## src/rtl/spk_det_pkg.sv

```systemverilog
// Shared definitions for the spike detector bank merge path: bank count,
// field widths and the queued event record.
package spk_det_pkg;

  localparam int NUM_BANK = 5;
  localparam int CH_W     = 12;
  localparam int DATA_W   = 32;
  localparam int HASH_W   = 32;
  localparam int BANK_W   = 3;
  localparam int EVT_W    = CH_W + DATA_W + HASH_W;

  typedef struct packed {
    logic [CH_W-1:0]   ch;
    logic [DATA_W-1:0] data;
    logic [HASH_W-1:0] hash;
  } spk_evt_t;

  localparam spk_evt_t EVT_ZERO = spk_evt_t'({EVT_W{1'b0}});

  // Round-robin successor of a bank index among n banks.
  function automatic logic [BANK_W-1:0] rr_next(input logic [BANK_W-1:0] idx, input int n);
    rr_next = (int'(idx) >= n - 1) ? {BANK_W{1'b0}} : idx + BANK_W'(1'b1);
  endfunction

endpackage

```

## src/rtl/spk_bank_fifo.sv

```systemverilog
// One detector bank's event queue: circular storage with wrapping pointers
// and an occupancy count that drives the full/empty flags.
module spk_bank_fifo
  import spk_det_pkg::*;
#(
  parameter int DEPTH = 4
) (
  input  logic     clk,
  input  logic     rst,
  input  logic     push,
  input  logic     pop,
  input  spk_evt_t wr_evt,
  output spk_evt_t rd_evt,
  output logic     full,
  output logic     empty
);

  localparam int AW = $clog2(DEPTH);

  logic [AW-1:0] wr_ptr_q, wr_ptr_d;
  logic [AW-1:0] rd_ptr_q, rd_ptr_d;
  logic [AW:0]   occ_q, occ_d;
  logic          wr_en_s, rd_en_s;
  spk_evt_t      mem_q [DEPTH];

  assign full   = (occ_q == (AW+1)'(DEPTH));
  assign empty  = (occ_q == {(AW+1){1'b0}});
  assign rd_en_s = pop & ~empty;
  // A full queue still takes a write when the head leaves in the same cycle.
  assign wr_en_s = push & (~full | rd_en_s);
  assign rd_evt  = mem_q[rd_ptr_q];

  always_comb begin
    wr_ptr_d = wr_ptr_q;
    rd_ptr_d = rd_ptr_q;
    occ_d    = occ_q;
    if (wr_en_s) begin
      wr_ptr_d = wr_ptr_q + AW'(1'b1);
    end else begin
      wr_ptr_d = wr_ptr_q;
    end
    if (rd_en_s) begin
      rd_ptr_d = rd_ptr_q + AW'(1'b1);
    end else begin
      rd_ptr_d = rd_ptr_q;
    end
    case ({wr_en_s, rd_en_s})
      2'b10:   occ_d = occ_q + (AW+1)'(1'b1);
      2'b01:   occ_d = occ_q - (AW+1)'(1'b1);
      default: occ_d = occ_q;
    endcase
  end

  always_ff @(posedge clk or posedge rst) begin
    if (rst) begin
      wr_ptr_q <= {AW{1'b0}};
      rd_ptr_q <= {AW{1'b0}};
      occ_q    <= {(AW+1){1'b0}};
    end else begin
      wr_ptr_q <= wr_ptr_d;
      rd_ptr_q <= rd_ptr_d;
      occ_q    <= occ_d;
    end
  end

  always_ff @(posedge clk) begin
    if (wr_en_s) begin
      mem_q[wr_ptr_q] <= wr_evt;
    end
  end

endmodule

```

## src/rtl/spk_bank_arb.sv

```systemverilog
// Merges peak events from all detector banks into one valid/ready stream:
// per-bank queues, round-robin grant into an output register, drop counters.
module spk_bank_arb #(
  parameter int NUM_BANK   = spk_det_pkg::NUM_BANK,
  parameter int FIFO_DEPTH = 4,
  parameter int CNT_W      = 16
) (
  input  logic                      bus_clk,
  input  logic                      rst,
  input  logic                      arb_en,
  input  logic                      muap_comb_valid,
  input  logic [NUM_BANK-1:0]       muap_is_peak,
  input  logic [12*NUM_BANK-1:0]    muap_comb_ch,
  input  logic [32*NUM_BANK-1:0]    muap_comb_data,
  input  logic [32*NUM_BANK-1:0]    muap_comb_ch_hash,
  output logic                      spk_valid,
  input  logic                      spk_ready,
  output logic [2:0]                spk_bank,
  output logic [11:0]               spk_ch,
  output logic [31:0]               spk_data,
  output logic [31:0]               spk_hash,
  output logic [NUM_BANK-1:0]       fifo_full,
  input  logic                      drop_clr,
  output logic [CNT_W*NUM_BANK-1:0] drop_cnt_comb
);

  import spk_det_pkg::*;

  spk_evt_t            push_evt_s [NUM_BANK];
  spk_evt_t            head_evt_s [NUM_BANK];
  logic [NUM_BANK-1:0] push_s, pop_s, empty_s, full_s, drop_s;
  logic                load_s, grant_found_s;
  logic [BANK_W-1:0]   grant_idx_s, cand_s;
  logic [BANK_W:0]     sum_s;

  logic                spk_valid_q, spk_valid_d;
  logic [BANK_W-1:0]   spk_bank_q, spk_bank_d;
  logic [BANK_W-1:0]   rr_ptr_q, rr_ptr_d;
  spk_evt_t            out_evt_q, out_evt_d;
  logic [CNT_W-1:0]    drop_cnt_q [NUM_BANK];
  logic [CNT_W-1:0]    drop_cnt_d [NUM_BANK];

  for (genvar b = 0; b < NUM_BANK; b++) begin : g_bank
    assign push_evt_s[b] = {muap_comb_ch[CH_W*b +: CH_W],
                            muap_comb_data[DATA_W*b +: DATA_W],
                            muap_comb_ch_hash[HASH_W*b +: HASH_W]};
    assign push_s[b] = arb_en & muap_comb_valid & muap_is_peak[b];
    assign drop_s[b] = push_s[b] & full_s[b] & ~pop_s[b];
    assign drop_cnt_comb[CNT_W*b +: CNT_W] = drop_cnt_q[b];

    spk_bank_fifo #(
      .DEPTH (FIFO_DEPTH)
    ) u_fifo (
      .clk    (bus_clk),
      .rst    (rst),
      .push   (push_s[b]),
      .pop    (pop_s[b]),
      .wr_evt (push_evt_s[b]),
      .rd_evt (head_evt_s[b]),
      .full   (full_s[b]),
      .empty  (empty_s[b])
    );
  end

  assign fifo_full = full_s;
  assign load_s    = ~spk_valid_q | spk_ready;
  assign spk_valid = spk_valid_q;
  assign spk_bank  = spk_bank_q;
  assign spk_ch    = out_evt_q.ch;
  assign spk_data  = out_evt_q.data;
  assign spk_hash  = out_evt_q.hash;

  // First non-empty bank starting at rr_ptr, then pop it if the output loads.
  always_comb begin
    grant_found_s = 1'b0;
    grant_idx_s   = {BANK_W{1'b0}};
    sum_s         = {(BANK_W+1){1'b0}};
    cand_s        = {BANK_W{1'b0}};
    pop_s         = {NUM_BANK{1'b0}};
    for (int i = 0; i < NUM_BANK; i++) begin
      sum_s  = {1'b0, rr_ptr_q} + (BANK_W+1)'(i);
      cand_s = (sum_s >= (BANK_W+1)'(NUM_BANK)) ? BANK_W'(sum_s - (BANK_W+1)'(NUM_BANK))
                                                : sum_s[BANK_W-1:0];
      grant_idx_s   = (!grant_found_s && !empty_s[cand_s]) ? cand_s : grant_idx_s;
      grant_found_s = grant_found_s | ~empty_s[cand_s];
    end
    for (int b = 0; b < NUM_BANK; b++) begin
      pop_s[b] = load_s & grant_found_s & (grant_idx_s == BANK_W'(b));
    end
  end

  // Output register and round-robin pointer; an empty load keeps the old payload.
  always_comb begin
    spk_valid_d = spk_valid_q;
    spk_bank_d  = spk_bank_q;
    out_evt_d   = out_evt_q;
    rr_ptr_d    = rr_ptr_q;
    if (load_s) begin
      if (grant_found_s) begin
        spk_valid_d = 1'b1;
        spk_bank_d  = grant_idx_s;
        out_evt_d   = head_evt_s[grant_idx_s];
        rr_ptr_d    = rr_next(grant_idx_s, NUM_BANK);
      end else begin
        spk_valid_d = 1'b0;
      end
    end else begin
      spk_valid_d = spk_valid_q;
    end
  end

  // Saturating drop counters; clear wins over a coincident drop.
  always_comb begin
    for (int b = 0; b < NUM_BANK; b++) begin
      drop_cnt_d[b] = drop_cnt_q[b];
      if (drop_clr) begin
        drop_cnt_d[b] = {CNT_W{1'b0}};
      end else if (drop_s[b] && (drop_cnt_q[b] != {CNT_W{1'b1}})) begin
        drop_cnt_d[b] = drop_cnt_q[b] + CNT_W'(1'b1);
      end else begin
        drop_cnt_d[b] = drop_cnt_q[b];
      end
    end
  end

  always_ff @(posedge bus_clk or posedge rst) begin
    if (rst) begin
      spk_valid_q <= 1'b0;
      spk_bank_q  <= {BANK_W{1'b0}};
      rr_ptr_q    <= {BANK_W{1'b0}};
      out_evt_q   <= EVT_ZERO;
      for (int b = 0; b < NUM_BANK; b++) begin
        drop_cnt_q[b] <= {CNT_W{1'b0}};
      end
    end else begin
      spk_valid_q <= spk_valid_d;
      spk_bank_q  <= spk_bank_d;
      rr_ptr_q    <= rr_ptr_d;
      out_evt_q   <= out_evt_d;
      for (int b = 0; b < NUM_BANK; b++) begin
        drop_cnt_q[b] <= drop_cnt_d[b];
      end
    end
  end

endmodule

```

## config.mk

```make
export PLATFORM = sky130hd
export DESIGN_NAME = spk_bank_arb
export DESIGN_NICKNAME = d
export VERILOG_FILES = /design/src/rtl/spk_det_pkg.sv /design/src/rtl/spk_bank_fifo.sv /design/src/rtl/spk_bank_arb.sv
export SDC_FILE = /design/constraint.sdc
export NUM_CORES = 2
export LEC_CHECK = 0
export CORE_ASPECT_RATIO = 0.7
export CORE_MARGIN = 2
export CORE_UTILIZATION = 55
export DETAILED_ROUTE_END_ITERATION = 8
export PLACE_DENSITY = 0.76
export SYNTH_ARGS = -nofsm -noshare
export SYNTH_HDL_FRONTEND = slang
export SYNTH_HIERARCHICAL = 1
export SYNTH_SLANG_ARGS = --single-unit
```

## constraint.sdc

```tcl
create_clock -name bus_clk -period 6.86 [get_ports bus_clk]
set_input_delay 1.029 -clock bus_clk [delete_from_list [all_inputs] [get_ports bus_clk]]
set_output_delay 1.029 -clock bus_clk [all_outputs]
set_load 0.1 [all_outputs]
```

# Word level (Yosys, flattened, before mapping)
# Memories as Yosys holds them, arrays and structs flattened.
# Cells that the tools add are included.
[totals] regBits=198 ramBits=1520 in_bits=391 out_inout_bits=165 n_memories=5
[op_classes] reduce_logical=33 n_eq_ne=24 magnitude_cmp=12 bitwise=64 n_mux=50 add_sub_neg=35
[memory_table] name="g_bank[0].u_fifo.mem_q" depth=4 width=76 rd=1 rd_ports_with_merged_regs=0 write_ports=1 line="spk_bank_fifo.sv:24" rtl="spk_evt_t mem_q [DEPTH];"
[memory_table] name="g_bank[1].u_fifo.mem_q" depth=4 width=76 rd=1 rd_ports_with_merged_regs=0 write_ports=1 line="spk_bank_fifo.sv:24"
[memory_table] name="g_bank[2].u_fifo.mem_q" depth=4 width=76 rd=1 rd_ports_with_merged_regs=0 write_ports=1 line="spk_bank_fifo.sv:24"
[memory_table] name="g_bank[3].u_fifo.mem_q" depth=4 width=76 rd=1 rd_ports_with_merged_regs=0 write_ports=1 line="spk_bank_fifo.sv:24"
[memory_table] name="g_bank[4].u_fifo.mem_q" depth=4 width=76 rd=1 rd_ports_with_merged_regs=0 write_ports=1 line="spk_bank_fifo.sv:24"
[ops] operator="$bmux 76 s3" count=1
[ops] operator="$mux 16" count=10
[ops] operator="$mux 76" count=2
[ops] operator="$add 16x1->16 const B" count=5
[ops] operator="$ne 16x16->1 const B" count=5
[ops] operator="$mux 3" count=11
[ops] operator="$and 1x1->1" count=32
[ops] operator="$pmux 3 s2" count=5
[ops] operator="$not 1->1" count=21
[ops] operator="$add 2x1->2 const B" count=10
[ops] operator="$lt 3x4->1 const B" count=5
[ops] operator="$reduce_bool 2->1" count=10
[ops] operator="$add 3x1->3 const B" count=6
[ops] operator="$eq 3x3->1 const B" count=6
[ops] operator="$logic_not 3->1" count=6
[ops] operator="$ge 4x3->1 const B" count=4
[ops] operator="$mux 1" count=16
[ops] operator="$bmux 1 s3" count=5
[ops] operator="$sub 3x1->3 const B" count=5
[ops] operator="$sub 3x3->3 const B" count=5
[ops] operator="$eq 2x1->1 const B" count=5
[ops] operator="$eq 2x2->1 const B" count=5
[ops] operator="$or 1x1->1" count=10
[ops] operator="$logic_and 1x1->1" count=9
[ops] operator="10 further kinds" count=19

# Depth between registers and ports, before layout
[logic_depth] depth_word=19 ltp_mapped=29

# Hierarchy
# The synthesis kept the hierarchy.
[modules_own_cells] module="spk_bank_fifo (g_bank[0].u_fifo ...)" seq_area_each_um2=9303.9 area_per_inst_um2=11380.9 n_inst=4 cells_each=437
[modules_own_cells] module="spk_bank_fifo (g_bank[4].u_fifo)" seq_area_each_um2=9303.9 area_per_inst_um2=11461.0 n_inst=1 cells_each=452
[modules_own_cells] module="spk_bank_arb" seq_area_each_um2=4078.9 area_per_inst_um2=11036.8 n_inst=1 cells_each=1328

# Worst setup path before layout
# OpenSTA, ideal clock, no wires.
[synth_path] kind="reg2reg" from="reg rr_ptr_q[0]" to="mem g_bank[3].u_fifo/mem_q[0][0] in the netlist's numbering (enable)" slack_ps=1145 arrival_ps=5314 stages_incl_launch_ff=22 required_ps=6459 cell_sequence="dfrtp_1 -> buf_2 -> buf_2 -> buf_2 -> inv_1 -> ha_1 -> a21o_1 -> mux4_2 -> mux2i_1 -> o32ai_2 -> o21ai_2 -> o311a_1 -> or2_1 -> clkbuf_1 -> buf_2 -> buf_2 -> nor2_1 -> ha_1 -> inv_1 -> nor2_1 -> o21a_4 -> and2_2"
[synth_between] elab_chain_cells=19 elab_cells_between_ends=62
[synth_lines] element="start, declared" line="spk_bank_arb.sv:38" rtl="logic [BANK_W-1:0] rr_ptr_q, rr_ptr_d;"
[synth_lines] element="start signal, assigned" line="spk_bank_arb.sv:130" rtl="rr_ptr_q <= {BANK_W{1'b0}};"
[synth_lines] element="start signal, assigned" line="spk_bank_arb.sv:138" rtl="rr_ptr_q <= rr_ptr_d;"
[synth_lines] element="$add 3x1->4" line="spk_bank_arb.sv:81" rtl="sum_s = {1'b0, rr_ptr_q} + (BANK_W+1)'(i);"
[synth_lines] element="$ge 4x3->1 / $sub 3x3->3 (equally long branches)" line="spk_bank_arb.sv:82" rtl="cand_s = (sum_s >= (BANK_W+1)'(NUM_BANK)) ? BANK_W'(sum_s - (BANK_W+1)'(NUM_BANK))"
[synth_lines] element="$mux 3" line="spk_bank_arb.sv:82"
[synth_lines] element="$bmux 1 s3" line="spk_bank_arb.sv:84, spk_bank_arb.sv:85"
[synth_lines] element="$mux 1 (not written as such)" line="spk_bank_arb.sv:84, spk_bank_arb.sv:85"
[synth_lines] element="$not 1->1" line="spk_bank_arb.sv:85" rtl="grant_found_s = grant_found_s | ~empty_s[cand_s];"
[synth_lines] element="$or 1x1->1" line="spk_bank_arb.sv:85"
[synth_lines] element="$logic_not 1->1 / $or 1x1->1 (equally long branches)" line="spk_bank_arb.sv:84, spk_bank_arb.sv:85"
[synth_lines] element="[... 4 more ...]"
[synth_lines] element="$eq 3x2->1" line="spk_bank_arb.sv:88" rtl="pop_s[b] = load_s & grant_found_s & (grant_idx_s == BANK_W'(b));"
[synth_lines] element="$and 1x1->1 *" line="spk_bank_arb.sv:88"
[synth_lines] element="named net pop_s[3]" line="spk_bank_arb.sv:31" rtl="logic [NUM_BANK-1:0] push_s, pop_s, empty_s, full_s, drop_s;"
[synth_lines] element="$and 1x1->1 *" line="spk_bank_fifo.sv:28" rtl="assign rd_en_s = pop & ~empty;"
[synth_lines] element="$or 1x1->1 *" line="spk_bank_fifo.sv:30" rtl="assign wr_en_s = push & (~full | rd_en_s);"
[synth_lines] element="$and 1x1->1 *" line="spk_bank_fifo.sv:30"
[synth_lines] element="$mux 1 *" line="spk_bank_fifo.sv:67" rtl="if (wr_en_s) begin"
[synth_lines] element="$mux 1 (not written as such) *" line="spk_bank_fifo.sv:68" rtl="mem_q[wr_ptr_q] <= wr_evt;"
[synth_lines] element="end, declared" line="spk_bank_fifo.sv:24"
# The timed path passes the listed nets; every way through them passes the cells marked *. The select of a mux whose other input is x is not followed.

# Worst setup path after layout
[layout_path] from="reg rr_ptr_q[1]" to="mem g_bank[1].u_fifo/mem_q[2][39] in the netlist's numbering (enable)"
[layout_between] elab_chain_cells=19 elab_cells_between_ends=62
[layout_lines] element="$add 3x1->4" line="spk_bank_arb.sv:81"
[layout_lines] element="$ge 4x3->1 / $sub 3x3->3 (equally long branches)" line="spk_bank_arb.sv:82"
[layout_lines] element="$mux 3" line="spk_bank_arb.sv:82"
[layout_lines] element="$bmux 1 s3" line="spk_bank_arb.sv:84, spk_bank_arb.sv:85"
[layout_lines] element="$mux 1 (not written as such)" line="spk_bank_arb.sv:84, spk_bank_arb.sv:85"
[layout_lines] element="$not 1->1" line="spk_bank_arb.sv:85"
[layout_lines] element="$or 1x1->1" line="spk_bank_arb.sv:85"
[layout_lines] element="$logic_not 1->1 / $or 1x1->1 (equally long branches)" line="spk_bank_arb.sv:84, spk_bank_arb.sv:85"
[layout_lines] element="[... 4 more ...]"
[layout_lines] element="$eq 3x1->1" line="spk_bank_arb.sv:88"
[layout_lines] element="$and 1x1->1 *" line="spk_bank_arb.sv:88"
[layout_lines] element="named net pop_s[1]" line="spk_bank_arb.sv:31"
[layout_lines] element="$and 1x1->1 *" line="spk_bank_fifo.sv:28"
[layout_lines] element="$or 1x1->1 *" line="spk_bank_fifo.sv:30"
[layout_lines] element="$and 1x1->1 *" line="spk_bank_fifo.sv:30"
[layout_lines] element="$mux 1 *" line="spk_bank_fifo.sv:67"
[layout_lines] element="$mux 1 (not written as such) *" line="spk_bank_fifo.sv:68"
[layout_lines] element="end, declared" line="spk_bank_fifo.sv:24"
# Marks and branches as above.

==> metrics.md <==
| Metric | Value |
|---|---|
| Hold_ws | around 500 ps |
| CP Buf/Inv Count | 2 |
| Initial antenna violation count | 40 |
| Starting Density | 55.6% |
| WHS Endpoint | spk_bank[0] |
| Core ar. | 0.122 sq mm |
| Total power | 33800 uW |
| Asr flop ratio synth | roughly 12% |
| Switching part of the total power | 36.1% |
| Port buffer count | roughly 560 |
| Final hold vios | 0 |
| Final setup viols | 0 |
| Crit path max-delay family | simple AND/OR/NAND/NOR gates |
| Share of layout cells above drive strength 1 | 17.7% |
| Cell Area, Synth | roughly 0.068 sq mm |
| Hold/Removal Path Class | reg2reg |
| Clock root cell | clkbuf_16 |
| DR vias | 35982 |
| IO Pins | 556 |
| Critical R2R Launch | rr_ptr_q[1] |
| Setup crit end kind | flip-flop |
| Avg Synthesized Cell Area | 19.3 sq um |
| TritonCTS clock tree | done |
| CP arrival | 6280 ps |
| Syn. warnings | 6 |
| Crit path required time | 7290 ps |
| Sequential area share after synthesis | between 70% and 80% |
| Psw | 12200 uW |
| GPL Wtd Cong | 0.910 |
| Actual slew at the worst max-slew pin | 1230 ps |
| Setup_tns | 0 ps |
| DIE WIDTH | 424 um |
| Clock latency at the later pin of the worst-skew pair | between 700 and 800 ps |
| Htree depth | 4 |
| Area growth syn-to-layout | 18.7% |
| Pwr Density | about 420 mW/mm^2 |
| FF+latch count, synth | 1718 |
| First-pass GRT wire length | around 250000 um |
| Ys flop type | edfxtp_1 |
| Final Net Count | 4572 |
| Outcome | complete, no violations |
| Largest net degree at the start of global routing | roughly 120 |
| Vias per cell | 6.08 |
| Post-CTS Resized | 0 |
| Total iterations of the first detailed-routing run | 5 |
| CP Cell Sequence | inv_1 -> ha_1 -> mux4_2 -> mux4_2 -> a211oi_1 -> nand3_1 -> o31a_2 -> nor2_1 -> o21a_4 -> and2_4 -> buf_4 |
| Critical Path Fanout Max | 55 |
| Post-CTS Setup Inserts | 0 |
| Tmin final | 5850 ps |
| Die height | 298 um |
| Total GRT Usage | 27.4% |
| Drt first-iter violations | 3906 |
| Wirelength, routed | roughly 170000 um |
| Clock Path Buffers | 3 |
| Comb power frac | 35.3% |
| Fin crit share | 85.3% |
| Max-cap viol count | 0 |
| Grt ovf | 0 |
| Fin. max-slew vios | 0 |
| # rows | 107 |
| Peak Freq | ~0.17 GHz |
| Clock Power Share | 25.4% |
| Hold path depth | 2 |
| DRC viols | 0 |
| Yosys cell types | 76 |
| Worst path slowest cell | ha_1 |
| Post-Syn Nets | 3964 |
| CTS Hold Bufs | 0 |
| Reg2Reg Depth | 11 |
| Reg power frac | 39.3% |
| Vias in the first global route | around 36000 |
| Clock buffer count from CTS | ~160 |
| DP HPWL | 118000 um |
| R2r endpoint | g_bank[1].u_fifo/mem_q[2][39] |
| Die area | 0.127 sq mm |
| Avg WL per Cell | 29.1 um |
| Post-synth EDFFs | ~1500 |
| Hold_sp | spk_bank[0] |
| Setup Crit Path Kind | reg2reg |
| Stages on the worst setup path | 11 |
| P_leak | 0.0275 uW |
| Relative slew slack | 17.7% |
| Reg2Reg Setup Slack | around 1000 ps |
| Worst VDD drop | 0.000467 V |
| Final setup skew | 33.2 ps |
| Max incr delay on CP | 770 ps |
| Final ANT Viol Nets | 0 |
| Worst-path clk slew | 60 ps |
| Syn Inst Count | 3528 |
| CP dominant cell by count | mux4_2 |
| RSZ-0062 raised after global routing | false |
| Internal Power | 21600 uW |
| Crit start category | flip-flop |
| Sink Count | 1718 |
==> sequential cells by signal (all words and copies together) (netlist names) <==
register,flops
spk_bank,3
g_bank.u_fifo/mem_q,1520
g_bank.u_fifo/wr_ptr_q,10
drop_cnt_comb,80
spk_hash,32
spk_valid,1
spk_ch,12
g_bank.u_fifo/occ_q,15
spk_data,32
rr_ptr_q,3
g_bank.u_fifo/rd_ptr_q,10
==> routing by layer <==
| metal | GRT usage, % | part of all wire, % |
|---|---|---|
| met1 | 34.2 | 36 |
| met2 | 47.1 | 53 |
| met3 | 5.34 | 6.9 |
| met4 | 11.4 | 3.9 |
| met5 | 0 | 0.098 |
==> cells in the final DEF, fill, tap and decap left out, types with 39 or more instances in the layout <==
master and instances:
clkdlybuf4s50_1 553, a21oi_1 107, edfxtp_1 1520, clkbuf_1 42, a211o_1 76, dfrtp_1 188, nand2_1 274, ha_1 39
nor2_1 87, xor2_1 52, mux4_2 387, o21ai_0 107, mux2i_1 93, inv_1 61, buf_4 62, clkbuf_16 160
==> worst reg2reg max path: stages (launching register included) <==
cell and delay [ps]:
dfrtp_1 740, inv_1 180, ha_1 770, mux4_2 470, mux4_2 480, a211oi_1 460
nand3_1 250, o31a_2 370, nor2_1 250, o21a_4 250, and2_4 710, buf_4 570
==> area by class of cell <==
| type | count | area (sq um) |
|---|---|---|
| fillers | 7937 | 41500 |
| inverters | 62 | 240 |
| flip-flops and latches | 1718 | 50600 |
| clock inverters | 67 | 648 |
| repair buffers | 637 | 6430 |
| diodes | 24 | 60.1 |
| well taps | 1635 | 2050 |
| clock buffers | 217 | 4370 |
| multi-input cells | 1560 | 16300 |
==> stage by stage <==
step | util [%] | worst slack [ps] | std cells | area, sq um
after floorplan | - | 1140 | 3528 | 68000
after global placement | 61.9 | 1340 | 5612 | 75700
after detailed placement | 61.9 | 1150 | 5612 | 75700
after CTS | 66.0 | 1130 | 5896 | 80700
after global routing | 66.0 | 784 | 5914 | 80700
final | 66.1 | 1010 | 5920 | 80700
==> logic make-up (layout without fill, tap and decap cells) <==
kind of cell	Yosys count	in the layout	synth area share, %
mux	495	495	14.5
other cells	0	24	0
xor+xnor	79	79	1.02
fa+ha+maj	45	45	0.894
buf+inv	250	983	1.69
compound gates	386	386	3.74
flops	1718	1718	74.4
simple gates	555	555	3.81
==> Yosys cell counts, types with 27 or more instances <==
cell      number  area, sq um
dfrtp_1      198         4950
buf_2         83          415
mux4_2       387         8720
ha_1          39          488
xnor2_1       27          236
o21ai_0      107          536
nand3_1       27          135
a211o_1       76          666
nor2_1        88          330
a21oi_1      107          536
edfxtp_1    1520        45600
mux2i_1       93          931
clkbuf_1      82          308
xor2_1        52          455
and3_1        33          206
nand2_1      274         1030
inv_1         62          233
==> power groups by stage <==
| stage | Clock [uW] | Sequential (uW) | Combinational (uW) |
|---|---|---|---|
| finish | 8600 | 13300 | 11900 |
| global route | 9110 | 13400 | 12500 |
| CTS | 8720 | 13300 | 12000 |
| detailed placement | 0 | 13500 | 12000 |
| global placement | 0 | 13400 | 11900 |
| floorplan | 0 | 14400 | 7040 |
==> worst max-delay path by stage <==
stage,from,endpoint,slack [ps]
after floorplan,rr_ptr_q[0],g_bank[3].u_fifo/mem_q[0][0],1140
after global placement,rr_ptr_q[1],g_bank[1].u_fifo/mem_q[2][33],1340
after detailed placement,rr_ptr_q[1],g_bank[1].u_fifo/mem_q[2][28],1150
after CTS,rr_ptr_q[1],g_bank[1].u_fifo/mem_q[2][39],1130
after global routing,rr_ptr_q[1],g_bank[3].u_fifo/mem_q[0][62],780
final,rr_ptr_q[1],g_bank[1].u_fifo/mem_q[2][39],1010
No activity file was read; power rests on OpenSTA's default activity.
